**src/rtl/pattern_scan_pkg.sv**
```systemverilog
// Shared types for the pattern scan controller.
// Holds the FSM state encoding and the default detector pattern.
package pattern_scan_pkg;

    typedef enum logic [1:0] {
        IDLE,
        LOAD,
        SHIFT,
        DONE
    } state_t;

    localparam logic [3:0] DEF_PATTERN = 4'b1011;

endpackage

```
**src/rtl/pattern_scan_if.sv**
```systemverilog
// Word handshake between a producer and the scan controller.
// The producer drives the master side; the controller is the slave.
interface pattern_scan_if #(
    parameter int WORD_W = 8
);
    logic              word_valid;
    logic              word_ready;
    logic [WORD_W-1:0] word_data;

    modport master (
        output word_valid,
        output word_data,
        input  word_ready
    );

    modport slave (
        input  word_valid,
        input  word_data,
        output word_ready
    );
endinterface

```
**src/rtl/pattern_scan_ctrl_core.sv**
```systemverilog
// Overlapping serial pattern matcher with bit history.
// The fill counter blocks matches until PAT_W bits have arrived.
module pattern_match_core
    import pattern_scan_pkg::*;
#(
    parameter int             PAT_W   = 4,
    parameter logic [PAT_W-1:0] PATTERN = DEF_PATTERN
) (
    input  logic clk,
    input  logic reset,
    input  logic clr,
    input  logic bit_valid,
    input  logic bit_in,
    output logic match
);
    localparam int FW = $clog2(PAT_W);
    localparam logic [FW-1:0] FULL = FW'(PAT_W - 1);

    logic [PAT_W-2:0] hist;
    logic [FW-1:0]    fill;

    // The newest bit joins the stored history for the compare.
    assign match = bit_valid
                && (fill == FULL)
                && ({hist, bit_in} == PATTERN);

    // Shift in accepted bits and count how many are held.
    always_ff @(posedge clk) begin
        if (reset || clr) begin
            hist <= '0;
            fill <= '0;
        end else if (bit_valid) begin
            hist <= (PAT_W-1)'({hist, bit_in});
            if (fill != FULL) begin
                fill <= fill + FW'(1);
            end
        end
    end
endmodule

```
**src/rtl/pattern_scan_ctrl.sv**
```systemverilog
// Frame controller: loads words, serializes them MSB-first
// into the matcher and totals matches per frame.
module pattern_scan_ctrl
    import pattern_scan_pkg::*;
#(
    parameter int               WORD_W      = 8,
    parameter int               PAT_W       = 4,
    parameter logic [PAT_W-1:0] PATTERN     = DEF_PATTERN,
    parameter int               FRAME_WORDS = 4,
    parameter int               CNT_W       = 8
) (
    input  logic             clk,
    input  logic             reset,
    input  logic             start,
    output logic             busy,
    pattern_scan_if.slave    src,
    output logic             bit_valid,
    output logic             bit_out,
    output logic             match_pulse,
    output logic [CNT_W-1:0] match_count,
    output logic             overflow,
    output logic             done
);
    localparam int IW = (WORD_W > 1) ? $clog2(WORD_W) : 1;
    localparam int WW = (FRAME_WORDS > 1) ? $clog2(FRAME_WORDS) : 1;
    localparam logic [IW-1:0]    LAST_BIT  = IW'(WORD_W - 1);
    localparam logic [WW-1:0]    LAST_WORD = WW'(FRAME_WORDS - 1);
    localparam logic [CNT_W-1:0] CNT_MAX   = '1;

    state_t            state;
    logic [IW-1:0]     idx;
    logic [WW-1:0]     wcnt;
    logic [WORD_W-1:0] sreg;
    logic              ready_q;
    logic              match;
    logic              clr;

    assign clr = (state == IDLE) && start;
    assign src.word_ready = ready_q;
    assign bit_out = sreg[WORD_W-1];

    pattern_match_core #(
        .PAT_W   (PAT_W),
        .PATTERN (PATTERN)
    ) u_core (
        .clk       (clk),
        .reset     (reset),
        .clr       (clr),
        .bit_valid (bit_valid),
        .bit_in    (bit_out),
        .match     (match)
    );

    // Frame sequencing, registered outputs and match accounting.
    always_ff @(posedge clk) begin
        if (reset) begin
            state       <= IDLE;
            idx         <= '0;
            wcnt        <= '0;
            sreg        <= '0;
            busy        <= 1'b0;
            ready_q     <= 1'b0;
            bit_valid   <= 1'b0;
            match_pulse <= 1'b0;
            match_count <= '0;
            overflow    <= 1'b0;
            done        <= 1'b0;
        end else begin
            match_pulse <= match;
            done        <= 1'b0;
            if (match) begin
                if (match_count == CNT_MAX) begin
                    overflow <= 1'b1;
                end else begin
                    match_count <= match_count + CNT_W'(1);
                end
            end
            unique case (state)
                IDLE: begin
                    if (start) begin
                        state       <= LOAD;
                        busy        <= 1'b1;
                        ready_q     <= 1'b1;
                        wcnt        <= '0;
                        match_count <= '0;
                        overflow    <= 1'b0;
                    end
                end
                LOAD: begin
                    if (src.word_valid) begin
                        state     <= SHIFT;
                        ready_q   <= 1'b0;
                        bit_valid <= 1'b1;
                        sreg      <= src.word_data;
                        idx       <= LAST_BIT;
                    end
                end
                SHIFT: begin
                    sreg <= sreg << 1;
                    idx  <= idx - IW'(1);
                    if (idx == '0) begin
                        bit_valid <= 1'b0;
                        if (wcnt == LAST_WORD) begin
                            state <= DONE;
                            done  <= 1'b1;
                        end else begin
                            wcnt    <= wcnt + WW'(1);
                            state   <= LOAD;
                            ready_q <= 1'b1;
                        end
                    end
                end
                DONE: begin
                    state <= IDLE;
                    busy  <= 1'b0;
                end
                default: state <= IDLE;
            endcase
        end
    end
endmodule

```
**src/flat_wrapper.sv**
```systemverilog
// flat-port wrapper written by rule: the top's interface ports become plain ports
module pattern_scan_ctrl_flat import pattern_scan_pkg::*;
#(
    parameter int               WORD_W      = 8,
    parameter int               PAT_W       = 4,
    parameter logic [PAT_W-1:0] PATTERN     = DEF_PATTERN,
    parameter int               FRAME_WORDS = 4,
    parameter int               CNT_W       = 8
)
  (clk, reset, start, busy, bit_valid, bit_out, match_pulse, match_count, overflow, done, src_word_valid, src_word_data, src_word_ready);
  pattern_scan_if #(.WORD_W(WORD_W)) src_i ();
  input  logic clk;
  input  logic reset;
  input  logic start;
  output logic busy;
  output logic bit_valid;
  output logic bit_out;
  output logic match_pulse;
  output logic [CNT_W-1:0] match_count;
  output logic overflow;
  output logic done;
  input wire logic [$bits(src_i.word_valid)-1:0] src_word_valid;
  input wire logic [$bits(src_i.word_data)-1:0] src_word_data;
  output wire logic [$bits(src_i.word_ready)-1:0] src_word_ready;
  assign src_i.word_valid = src_word_valid;
  assign src_i.word_data = src_word_data;
  assign src_word_ready = src_i.word_ready;
  pattern_scan_ctrl #(.WORD_W(WORD_W), .PAT_W(PAT_W), .PATTERN(PATTERN), .FRAME_WORDS(FRAME_WORDS), .CNT_W(CNT_W)) u_core (.clk(clk), .reset(reset), .start(start), .busy(busy), .src(src_i), .bit_valid(bit_valid), .bit_out(bit_out), .match_pulse(match_pulse), .match_count(match_count), .overflow(overflow), .done(done));
endmodule
```
**config.mk**
```make
export PLATFORM = sky130hd
export DESIGN_NAME = pattern_scan_ctrl_flat
export DESIGN_NICKNAME = d
export VERILOG_FILES = /design/src/rtl/pattern_scan_pkg.sv /design/src/rtl/pattern_scan_if.sv /design/src/rtl/pattern_scan_ctrl_core.sv /design/src/rtl/pattern_scan_ctrl.sv /design/src/flat_wrapper.sv
export SDC_FILE = /design/constraint.sdc
export NUM_CORES = 1
export LEC_CHECK = 0
export CAP_MARGIN = 25
export CORE_MARGIN = 1
export CORE_UTILIZATION = 40
export CTS_CLUSTER_DIAMETER = 120
export DETAILED_ROUTE_END_ITERATION = 10
export DONT_BUFFER_PORTS = 1
export PLACE_DENSITY_LB_ADDON = 0.3
export SETUP_SLACK_MARGIN = 0.15
export SLEW_MARGIN = 10
export SYNTH_ARGS = -nofsm -noshare
export SYNTH_HDL_FRONTEND = slang
export SYNTH_SLANG_ARGS = --single-unit
```
**constraint.sdc**
```tcl
create_clock -name clk -period 1.6 [get_ports clk]
set_clock_uncertainty 0.15 [all_clocks]
set_input_delay 0.32 -clock clk [delete_from_list [all_inputs] [get_ports clk]]
set_output_delay 0.32 -clock clk [all_outputs]
set_load 0.01 [all_outputs]
```
# --- Word-level counts from Yosys, hierarchy flattened ---
# Cells that the tools add are included.
# Widths: inputs -> output; s select.
op_classes:
  bitwise: 2
  n_mux: 31
  n_eq_ne: 12
  reduce_logical: 18
  add_sub_neg: 4
ops:
  columns: ["operator", "n"]
  rows:
  - ["$mux 8", 5]
  - ["$pmux 8 s2", 1]
  - ["$mux 2", 7]
  - ["$mux 1", 11]
  - ["$add 8x1->8 const B", 1]
  - ["$eq 2x2->1 const B", 4]
  - ["$eq 8x8->1 const B", 1]
  - ["$ne 2x2->1 const B", 4]
  - ["$pmux 2 s4", 1]
  - ["$pmux 3 s2", 1]
  - ["$reduce_and 2->1", 3]
  - ["$reduce_and 3->1", 2]
  - ["$reduce_bool 2->1", 3]
  - ["$reduce_and 5->1", 1]
  - ["$add 2x1->2 const B", 2]
  - ["$eq 4x4->1 const B", 1]
  - ["$pmux 1 s2", 2]
  - ["$pmux 2 s2", 1]
  - ["$reduce_and 4->1", 1]
  - ["$logic_and 1x1->1", 3]
  - ["$logic_not 3->1", 1]
  - ["$mux 3", 1]
  - ["$pmux 1 s3", 1]
  - ["$reduce_bool 3->1", 1]
  - ["other kinds (7)", 8]
totals:
  word_cells: 80
  output_inout_bits: 15
  inputBits: 12
  ff_bits: 34

# --- Depth between registers and ports, before layout ---
logic_depth:
  depth_word: 6
  mapped_depth: 6
  depth_no_buf: 6

# --- Modules after synthesis ---
# Synthesis repeated with hierarchy kept, for this count alone.
unflattened:
  hier_cells: 181
  area_unflattened_um2: 1681.6
by_module_without_submodules:
  columns: ["mod", "cells_each", "area_per_inst_um2", "seq_area_each_um2", "n_inst"]
  rows:
  - ["pattern_scan_ctrl", 161, 1467.7, 580.6, 1]
  - ["pattern_match_core", 20, 214.0, 100.1, 1]

# --- Least setup slack after synthesis ---
# Ideal clock, no wire load.
synth_path:
  path_type: "flip-flop to flip-flop"
  from: "register u_core.bit_valid"
  to: "register u_core.match_count[2]"
  required_ns: 1.379
  period_less_slack_ns: 1.784
  path_stages_with_launch: 7
  setup_ns: 0.071
  path_buffers: 2
  setup_slack_ns: -0.184
  t_arrival_ns: 1.563
  cell_sequence: "dfxtp_1 buf_6 nand4b_4 or2_4 buf_6 or4_1 a21oi_1"
synth_between:
  elab_chain_len: 5
synth_lines:
  columns: ["item", "line_no", "source"]
  rows:
  - ["start: declaration", "pattern_scan_ctrl.sv:17", "output logic bit_valid,"]
  - ["start signal: assignment", "pattern_scan_ctrl.sv:63", "bit_valid <= 1'b0;"]
  - ["start signal: assignment", "pattern_scan_ctrl.sv:93", "bit_valid <= 1'b1;"]
  - ["start signal: assignment", "pattern_scan_ctrl.sv:102", "bit_valid <= 1'b0;"]
  - ["$logic_and 1x1->1 *", "pattern_scan_ctrl_core.sv:24", "&& (fill == FULL)"]
  - ["$logic_and 1x1->1 *", "pattern_scan_ctrl_core.sv:25", "&& ({hist, bit_in} == PATTERN);"]
  - ["$mux 8 *", "pattern_scan_ctrl.sv:71", "if (match) begin"]
  - ["$mux 8", "pattern_scan_ctrl.sv:80", "if (start) begin"]
  - ["$mux 8 *", "pattern_scan_ctrl.sv:78", "unique case (state)"]
  - ["end signal: assignment", "pattern_scan_ctrl.sv:75", "match_count <= match_count + CNT_W'(1);"]
  - ["end: declaration", "pattern_scan_ctrl.sv:20", "output logic [CNT_W-1:0] match_count,"]
# Every way passes the cells marked *; elsewhere a longest branch is shown, timed or not.
# A chain may end at the register's enable or synchronous reset.

# --- Final worst setup path ---
layout_path:
  from: "register u_core.u_core.fill[0]"
  to: "register u_core.match_count[3]"
layout_between:
  elab_chain_len: 6
layout_lines:
  columns: ["item", "line_no", "source"]
  rows:
  - ["start: declaration", "pattern_scan_ctrl_core.sv:20", "logic [FW-1:0] fill;"]
  - ["start signal: assignment", "pattern_scan_ctrl_core.sv:35", "fill <= fill + FW'(1);"]
  - ["$eq 2x2->1 *", "pattern_scan_ctrl_core.sv:24", null]
  - ["$logic_and 1x1->1 *", "pattern_scan_ctrl_core.sv:24", null]
  - ["$logic_and 1x1->1 *", "pattern_scan_ctrl_core.sv:25", null]
  - ["$mux 8 *", "pattern_scan_ctrl.sv:71", null]
  - ["$mux 8", "pattern_scan_ctrl.sv:80", null]
  - ["$mux 8 *", "pattern_scan_ctrl.sv:78", null]
# Marks and branches as above.

==> flow_metrics.py <==
metrics = {
    "final_layout": {
        "fin_util_pct": 61.99,
        "antennaDiodeCount": 0,
        "area_growth_pct": 46.69,
        "final_cell_mix": "buf_4 (34), nand2_1 (18), dfxtp_2 (17), dfxtp_1 (16), nor2_1 (15)",
        "final_common_cell": "buf_4",
        "nNetsFinal": 238,
        "drive_gt1_share_pct": 51.58,
    },
    "global_route": {
        "grt_max_degree": 22,
        "antenna_found_initial": 0,
        "grt_pass1_wl_microns": 6479,
        "grt_pass1_vias": 1420,
        "grt_overflow_total": 0,
        "track_usage_pct": 20.39,
    },
    "synth": {
        "synthMuxAreaShare_pct": 4.622,
        "synth_edf_count": 0,
        "synthesis.area_sq_um": 1570,
        "yosysSeqAreaShare_pct": 43.35,
        "synthCells": 183,
        "synth_xor_area_share_pct": 0.5578,
        "synth_compound_area_share_pct": 17.13,
        "synth_top_family_by_area": "simple AND/OR/NAND/NOR gates",
        "synth_seq_cells": 34,
        "synth-main-ff-cell": "dfxtp_1",
        "synth_simple_gate_area_share_pct": 25.82,
        "synthArstFlopShare_pct": 0,
        "synthesis.nets": 200,
        "syn_area_per_cell_sq_um": 8.581,
        "synth_fa_ha_area_share_pct": 3.984,
        "synth_cell_type_count": 34,
        "ys_warn_count": 0,
    },
    "setup_path": {
        "end_kind": "register",
        "start_kind": "register",
        "crit_path_max_fanout": 7,
        "path_cells": "ha_4 > nand2_2 > or2_4 > or4_4 > a21oi_2",
        "cp_slowest_cell": "or4_4",
        "required_ns": 1.66,
        "path_class": "register to register",
        "cpPeakStageDelay_ns": 0.51,
        "worstPathArrival_ns": 1.77,
        "path_delay_family": "simple AND/OR/NAND/NOR gates",
        "path_buf_inv": 0,
    },
    "floorplanning": {
        "die_x_microns": 64.66,
        "core_area_sq_um": 3716,
        "die_area_sq_um": 4180,
        "row_count": 22,
        "ios": 27,
        "die_h_microns": 64.66,
        "start_util_pct": 42.26,
    },
    "clocking": {
        "cts.reportedPaths.clkPinSlew_ns": 0.07,
        "clockBufferDepth": 2,
        "cts_tree": "done",
        "htreeDepth": 2,
        "cts_root_buffer": "clkbuf_8",
        "clock_sinks": 34,
        "cts_buffers": 5,
        "worstSkewPairLatency_ns": 0.28,
    },
    "drt": {
        "vias_per_cell": 5.587,
        "ant_nets": 0,
        "drt-met1-wl_microns": 1653,
        "wl_met2_microns": 2283,
        "vias": 1503,
        "post-route-drc-count": 0,
        "routedWlPerCell_microns": 15.85,
        "wl_met3_microns": 237,
        "wl_microns": 4263,
        "initialDrtViolationCount": 87,
        "drtPass1Iterations": 4,
        "top_layer": "met4",
    },
    "timing": {
        "period_share_pct": 106.8,
        "hold_viol_final": 0,
        "finalMaxSlewViolations": 0,
        "fmax_mhz": 585.2,
        "post-route-min-period_ns": 1.709,
        "fin_ws_ns": -0.1088,
        "fin_setup_tns_ns": -0.5444,
        "setup_viol": 20,
        "tightest_slew_ns": 0.9673,
        "slew-limit-headroom_pct": 35.30,
        "rsz0062_at_grt": "true",
    },
    "hold_path": {
        "hold_class": "input port to register",
    },
    "placement": {
        "place_congestion": 0.8371,
        "dp_hpwl_microns": 2588,
        "io_buffers": 0,
    },
    "outcome": {
        "status": "finished with violations",
        "violations": "negative setup slack",
    },
    "pwr": {
        "p_leak_nw": 0.8655,
        "p_per_area_nw_per_um2": 811.9,
        "max-vdd-ir-drop_uv": 578.8,
    },
    "flow_run": {
        "maxCapViolCount": 0,
    },
}
[stage by stage]
step	hold slack, ns	area, sq um	setup WS, ns	cells	power [W]
floorplan	0.2867	1609	-0.1179	183	0.001096
global placement	0.2385	1800	-0.02751	246	0.001151
detailed placement	0.2431	1800	-0.1527	246	0.001164
CTS	-0.06009	2053	-0.08069	262	0.001789
global route	0.04566	2303	-0.1391	269	0.001943
finish	0.03797	2303	-0.1088	269	0.001870
[synthesized netlist by cell type (4+ instances only)]
cell	n	area [sq um]
a311oi_1	7	61.31
nor2b_1	5	31.28
o21ai_0	9	45.04
nor2_1	26	97.59
clkbuf_1	8	30.03
nand2_1	22	82.58
a211oi_1	4	30.03
mux2i_1	5	50.05
inv_1	4	15.01
ha_1	5	62.56
a21oi_1	14	70.07
dfxtp_1	34	680.7
[area by class of cell]
class	instances	area, sq um
Fill cell	305	1413
Multi-Input combinational cell	135	1114
Sequential cell	34	705.7
Timing Repair Buffer	41	332.8
Clock buffer	7	76.32
Tap cell	48	60.06
Inverter	4	15.01
[registers in the layout, summed over array words and instances (netlist names), 2 cells and up]
register / cells
u_core.sreg: 8
u_core.state: 2
u_core.match_count: 8
u_core.wcnt: 2
u_core.u_core.hist: 3
u_core.idx: 3
u_core.u_core.fill: 2
[cells by family (layout without fill, tap and decap cells)]
group           count (synthesis)  count (layout)
xor+xnor                        1               1
compound gates                 42              42
fa+ha+maj                       5               5
simple gates                   79              80
mux                             7               7
flops                          34              34
buf+inv                        15              52
[power by group]
part | switching, W | internal (W) | total (W)
combinational | 0.000172 | 0.000160 | 0.000332
clock | 0.000296 | 0.000300 | 0.000596
sequential | 0.0000495 | 0.000893 | 0.000942
[path summary, 6_finish.rpt]
kind,start,slack (ns),endpoint,cells after the start
worst min register to register,u_core.sreg[5],0.35,u_core.sreg[5],2
worst max-delay path,u_core.u_core.fill[0],-0.11,u_core.match_count[3],5
worst max register to register,u_core.u_core.fill[0],-0.11,u_core.match_count[3],5
worst min-delay path,src_word_data[7],0.04,u_core.sreg[7],2
[metal layers]
metal	vias up	GRT usage [%]
met5	-	0
met4	0	7.222
met3	10	5.810
met2	53	37.50
met1	716	21.99
li1	724	-
[what timing repair did]
action / CTS / global route
setup buffers: 8 / 5
resized for setup: 32 / 50
endpoints found under the hold margin: 20 / 20
setup endpoints to repair: 20 / 21
cloned: 1 / 1
pin swaps: 15 / 26
Power figures use the tool's default switching activity.
